## config.mk

```make
export PLATFORM = sky130hd
export DESIGN_NAME = lif_step_scheduler
export DESIGN_NICKNAME = d
export VERILOG_FILES = /design/src/rtl/lif_step_scheduler.sv
export SDC_FILE = /design/constraint.sdc
export NUM_CORES = 1
export LEC_CHECK = 0
export ABC_AREA = 1
export CORE_MARGIN = 4
export CORE_UTILIZATION = 58
export DETAILED_ROUTE_END_ITERATION = 16
export HOLD_SLACK_MARGIN = 0.08
export PLACE_DENSITY = 0.8
export SYNTH_ARGS = -nofsm -noshare
export SYNTH_HDL_FRONTEND = slang
export SYNTH_SLANG_ARGS = --single-unit
export TNS_END_PERCENT = 1
```

## constraint.sdc

```tcl
create_clock -name clk -period 2.2 [get_ports clk]
set_clock_uncertainty 0.1 [all_clocks]
set_input_delay 0.66 -clock clk [delete_from_list [all_inputs] [get_ports clk]]
set_output_delay 0.66 -clock clk [all_outputs]
set_load 0.02 [all_outputs]
```

## src/rtl/lif_step_scheduler.sv

```systemverilog
// Time-multiplexes one external LIF update datapath across NUM_NEURONS neuron contexts.
// Optional: define LIF_SCHED_OVERRUN_EN to flag step_start requests that arrive while busy.
module lif_step_scheduler #(
  parameter int NUM_NEURONS    = 8,
  parameter int IDX_W          = 3,
  parameter int MEMBRANE_WIDTH = 12,
  parameter int INPUT_WIDTH    = 8,
  parameter int REFR_WIDTH     = 4,
  parameter int EVT_DEPTH      = 4
) (
  input  logic                      clk,
  input  logic                      rst_n,
  input  logic                      step_start,
  output logic [IDX_W-1:0]          in_idx,
  input  logic [INPUT_WIDTH-1:0]    in_current,
  output logic                      dp_valid,
  output logic [IDX_W-1:0]          dp_idx,
  output logic [MEMBRANE_WIDTH-1:0] dp_membrane,
  output logic [REFR_WIDTH-1:0]     dp_refractory,
  output logic [INPUT_WIDTH-1:0]    dp_current,
  input  logic [MEMBRANE_WIDTH-1:0] dp_next_membrane,
  input  logic [REFR_WIDTH-1:0]     dp_next_refractory,
  input  logic                      dp_spike,
  output logic                      evt_valid,
  output logic [IDX_W-1:0]          evt_idx,
  input  logic                      evt_ready,
  output logic                      busy,
  output logic                      step_done,
  output logic [15:0]               step_count,
  output logic                      overrun
);

  localparam int EPTR_W = (EVT_DEPTH > 1) ? $clog2(EVT_DEPTH) : 1;
  localparam int CNT_W  = EPTR_W + 1;
  localparam logic [IDX_W-1:0] LAST_IDX = IDX_W'(NUM_NEURONS - 1);
  localparam logic [CNT_W-1:0] FULL_CNT = CNT_W'(EVT_DEPTH);

  typedef enum logic [2:0] {S_IDLE, S_FETCH, S_EXEC, S_COMMIT, S_DONE} state_t;

  state_t state, state_next;

  logic [IDX_W-1:0]          idx;
  logic [IDX_W-1:0]          in_idx_q;
  logic [INPUT_WIDTH-1:0]    cur_q;
  logic [MEMBRANE_WIDTH-1:0] lat_mem;
  logic [REFR_WIDTH-1:0]     lat_refr;
  logic                      lat_spike;

  logic [MEMBRANE_WIDTH-1:0] ctx_mem  [NUM_NEURONS];
  logic [REFR_WIDTH-1:0]     ctx_refr [NUM_NEURONS];

  logic [IDX_W-1:0]  evt_mem [EVT_DEPTH];
  logic [EPTR_W-1:0] wr_ptr, rd_ptr;
  logic [CNT_W-1:0]  evt_count;

  logic stall, commit_ok, push, pop;

  // Full check ignores a same-cycle pop so the stall never depends on evt_ready.
  assign stall     = lat_spike && (evt_count == FULL_CNT);
  assign commit_ok = (state == S_COMMIT) && !stall;
  assign push      = commit_ok && lat_spike;
  assign pop       = evt_valid && evt_ready;

  always_ff @(posedge clk or negedge rst_n) begin
    if (!rst_n) state <= S_IDLE;
    else        state <= state_next;
  end

  always_comb begin
    state_next    = state;
    busy          = (state != S_IDLE);
    step_done     = (state == S_DONE);
    dp_valid      = (state == S_EXEC);
    in_idx        = in_idx_q;
    dp_idx        = idx;
    dp_membrane   = ctx_mem[idx];
    dp_refractory = ctx_refr[idx];
    dp_current    = cur_q;
    evt_valid     = (evt_count != '0);
    evt_idx       = evt_mem[rd_ptr];
    case (state)
      S_IDLE:   if (step_start) state_next = S_FETCH;
      S_FETCH: begin
        in_idx     = idx;
        state_next = S_EXEC;
      end
      S_EXEC: begin
        dp_current = in_current;
        state_next = S_COMMIT;
      end
      S_COMMIT: if (!stall) state_next = (idx == LAST_IDX) ? S_DONE : S_FETCH;
      S_DONE:   state_next = S_IDLE;
      default:  state_next = S_IDLE;
    endcase
  end

  // NOTE: sequential state uses non-blocking assignments so every register
  // samples pre-edge values regardless of statement order.
  always_ff @(posedge clk or negedge rst_n) begin
    if (!rst_n) begin
      idx        <= '0;
      in_idx_q   <= '0;
      cur_q      <= '0;
      lat_mem    <= '0;
      lat_refr   <= '0;
      lat_spike  <= 1'b0;
      step_count <= '0;
    end else begin
      if (state == S_IDLE && step_start) idx <= '0;
      if (commit_ok && idx != LAST_IDX)  idx <= idx + 1'b1;
      if (state == S_FETCH) in_idx_q <= idx;
      if (state == S_EXEC) begin
        cur_q     <= in_current;
        lat_mem   <= dp_next_membrane;
        lat_refr  <= dp_next_refractory;
        lat_spike <= dp_spike;
      end
      if (state == S_DONE) step_count <= step_count + 16'd1;
    end
  end

  // NOTE: contexts and queue storage are reset explicitly because reset must
  // leave every neuron and event slot at zero; that rules out a RAM macro.
  always_ff @(posedge clk or negedge rst_n) begin
    if (!rst_n) begin
      for (int i = 0; i < NUM_NEURONS; i++) begin
        ctx_mem[i]  <= '0;
        ctx_refr[i] <= '0;
      end
    end else if (commit_ok) begin
      ctx_mem[idx]  <= lat_mem;
      ctx_refr[idx] <= lat_refr;
    end
  end

  always_ff @(posedge clk or negedge rst_n) begin
    if (!rst_n) begin
      for (int i = 0; i < EVT_DEPTH; i++) evt_mem[i] <= '0;
      wr_ptr    <= '0;
      rd_ptr    <= '0;
      evt_count <= '0;
    end else begin
      if (push) begin
        evt_mem[wr_ptr] <= idx;
        wr_ptr          <= wr_ptr + 1'b1;
      end
      if (pop) rd_ptr <= rd_ptr + 1'b1;
      case ({push, pop})
        2'b10:   evt_count <= evt_count + 1'b1;
        2'b01:   evt_count <= evt_count - 1'b1;
        default: evt_count <= evt_count;
      endcase
    end
  end

`ifdef LIF_SCHED_OVERRUN_EN
  always_ff @(posedge clk or negedge rst_n) begin
    if (!rst_n)                  overrun <= 1'b0;
    else if (step_start && busy) overrun <= 1'b1;
  end
`else
  assign overrun = 1'b0;
`endif

endmodule
```

==> results.json <==
{
  "p_total_mw": 17.7,
  "hold_path_class": "in2async",
  "p_leak_nw": 5.90,
  "diodes": 0,
  "routedWlPerCell_um": 17.0,
  "cts.sinks": 197,
  "drt_iter0_drc": 646,
  "synth_top_cells_by_area": "dfrtp_1 (52%), nand2_1 (20%), o21ai_0 (9.4%)",
  "power.density_mw_per_mm2": 1480,
  "clockBufferDepth": 2,
  "rsz0062_at_grt": "true",
  "finalNetCount": 1349,
  "failed_checks": "negative setup slack",
  "r2r_end": "ctx_refr[20]",
  "dieArea_mm2": 0.0183,
  "ys_types": 31,
  "antenna_found_initial": 0,
  "port_buffers": 81,
  "multi_input_area_mm2": 0.00396,
  "io-pin-count": 83,
  "fmax_mhz": 387,
  "slew_headroom_pct": 45.7,
  "seq_area_mm2": 0.00493,
  "routed_via_density": 5.58,
  "postSynthCellCount": 1204,
  "yosys.area.top_type": "dfrtp_1",
  "die_h_um": 135,
  "clk_pin_slew_ps": 70,
  "worst_pin_slew_ps": 813,
  "peakVddDrop_v": 0.000791,
  "start_util_pct": 59.2,
  "die_w_um": 135,
  "worstSkewPairLatency_ps": 430,
  "fin_setup_tns_ps": -7020,
  "path_common_cell": "buf_6",
  "setup_slack_ps": -383,
  "worstSetupPathDepth": 7,
  "drt-pass1-iter-count": 5,
  "crit_start": "dp_idx[0]",
  "nFillCells": 1134,
  "coreArea_mm2": 0.0159,
  "drv_cap": 0,
  "timing.final.crit_share_pct": 117,
  "r2r_slack_ps": 40,
  "grt_pass1_vias": 8422,
  "ys_ff_latch": 197,
  "synth_area_per_cell_um2": 7.81,
  "crit_chain": "buf_6 > buf_12 > nand3_1 > buf_6 > o22ai_2 > nand3b_1 > buf_6",
  "worstPathArrival_ps": 1820,
  "synth.cell_area_mm2": 0.00941,
  "path_delay_family": "buffers and inverters",
  "drc": 0,
  "place.gp.congestion": 0.850,
  "ys_warn_count": 0,
  "synth_top_area_share_pct": 52.4,
  "num_rows": 46,
  "reg2regPathDepth": 7,
  "cts_made_buffers": 17,
  "period_needed_ps": 2580,
  "dp_hpwl_um": 15900,
  "drive_above_1_share_pct": 17.7,
  "vias": 8600,
  "syn_nets": 1242,
  "cp_max_fo": 5,
  "critical_path.max_stage_delay_ps": 460,
  "hold_viol_final": 0,
  "finalSetupViolCount": 28,
  "worstSetupEndpointType": "primary output",
  "antenna_left": 0,
  "crit_slowest_cell": "dfrtp_2",
  "overflow": 0,
  "critPathKind": "reg2out",
  "grt_pass1_wl_um": 41700,
  "clockRootBuffer": "clkbuf_16",
  "status": "complete, but fails checks",
  "h-tree-depth": 4,
  "grt_max_degree": 51,
  "startpoint_type": "flop",
  "crit_end": "dp_membrane[8]",
  "required_ps": 1440,
  "synth_seq_area_share_pct": 52.4,
  "r2r_start": "dp_idx[0]",
  "drt-total-wl_um": 26200,
  "cp.buffers_inverters": 4,
  "grt_usage_pct": 28.7,
  "slew_violations": 0,
  "cts_tree": "yes",
  "area_growth_pct": 27.0
}
cells in the final DEF (no fill, tap or decap), types with 2 or more instances in the layout:
cell | Yosys | routed
nor2_2 | 3 | 3
bufinv_16 | 0 | 5
nor3_1 | 5 | 5
xnor2_1 | 4 | 4
buf_16 | 0 | 3
ha_1 | 8 | 8
o22ai_1 | 10 | 5
nand2_2 | 2 | 25
o21ai_1 | 34 | 69
o21ai_2 | 0 | 25
dfrtp_1 | 197 | 194
nand4_1 | 13 | 13
clkbuf_8 | 0 | 2
clkdlybuf4s50_1 | 0 | 27
clkbuf_16 | 0 | 20
o21ai_0 | 176 | 115
clkinv_4 | 0 | 2
o22ai_2 | 0 | 5
inv_1 | 102 | 99
nand2_1 | 493 | 469
buf_2 | 21 | 10
dfrtp_2 | 0 | 3
buf_4 | 9 | 56
inv_2 | 4 | 5
nand3_2 | 1 | 5
a21oi_1 | 3 | 3
xor2_1 | 8 | 8
nand3_1 | 23 | 18
nand3b_1 | 2 | 2
buf_6 | 5 | 29
dlygate4sd2_1 | 0 | 18
buf_12 | 0 | 15
nor2_4 | 7 | 10
inv_6 | 0 | 4
nor2_1 | 28 | 25
cell type report:
type / instances / area share (%)
multi-input combinational: 825 / 33.1
sequential: 197 / 41.3
clock buffer: 19 / 3.71
timing repair buffer: 164 / 14.3
tap: 216 / 2.26
clock inverter: 13 / 1.83
inverter: 106 / 3.46
layer usage:
| layer | vias to the layer above | wire [um] | track usage [%] |
|---|---|---|---|
| met4 | 0 | 729 | 11.5 |
| met2 | 399 | 13200 | 48.1 |
| met1 | 4122 | 10300 | 38.1 |
| met3 | 79 | 1990 | 3.94 |
| li1 | 4000 | - | - |
| met5 | - | 0 | 0 |
registers in the layout (all words and copies together) (netlist names):
signal,flops
rd_ptr,2
ctx_refr,32
cur_q,8
wr_ptr,2
lat_spike,1
lat_mem,12
ctx_mem,96
dp_idx,3
evt_count,3
in_idx_q,3
lat_refr,4
state,3
evt_mem,12
step_count,16
worst min-delay path by stage:
stage                  from            to  slack (ps)  cells past startpoint
2_1_floorplan         rst_n    ctx_mem[0]         260                      0
3_3_place_gp   ctx_refr[26]  ctx_refr[26]         360                      2
3_5_place_dp   ctx_refr[10]  ctx_refr[10]         370                      2
4_1_cts               rst_n      cur_q[1]          80                      1
5_1_grt               rst_n      cur_q[1]         100                      1
6_report              rst_n      cur_q[1]          70                      1
report_power, final:
group / leakage (nW) / switching [mW] / internal, mW
combinational: 3.02 / 4.85 / 3.31
clock: 0.325 / 1.42 / 2.07
sequential: 2.56 / 1.07 / 5.01
metrics by stage:
stage	hold WS, ps	instances	cell area [um2]	worst slack, ps	util [%]
detailed placement	367	1495	10800	-446	67.9
CTS	82.7	1535	11600	-340	73.3
global route	99.8	1540	11900	-446	75.2
finish	71.4	1540	11900	-383	75.2
floorplan	264	1204	9410	-52.4	-
global placement	359	1495	10800	-406	67.9
logic make-up after synthesis:
| family | after synthesis | synth area share (%) |
|---|---|---|
| simple gates | 577 | 24.6 |
| fa+ha+maj | 9 | 1.28 |
| compound gates | 226 | 12.3 |
| other cells | 1 | 0.0399 |
| flops | 197 | 52.4 |
| xor+xnor | 12 | 1.12 |
| buf+inv | 182 | 8.31 |
synth_stat cells, drive strengths merged:
library cell    n
inv           106
conb            1
ha              8
fa              1
o22a            1
nand2         495
o21ai         210
dfrtp         197
a21boi          1
a21o            1
xor2            8
nand4          13
o22ai          10
nand3          24
buf            40
a21oi           3
nor2           38
nor3            5
nand3b          2
xnor2           4
clkbuf         36
what timing repair did:
action,CTS,global route
pin swaps,12,20
hold buffers,0,0
gates cloned,3,6
buffers inserted,5,0
resized for setup,275,81
setup endpoints to repair,72,67
No activity file was read; power rests on OpenSTA's default activity.
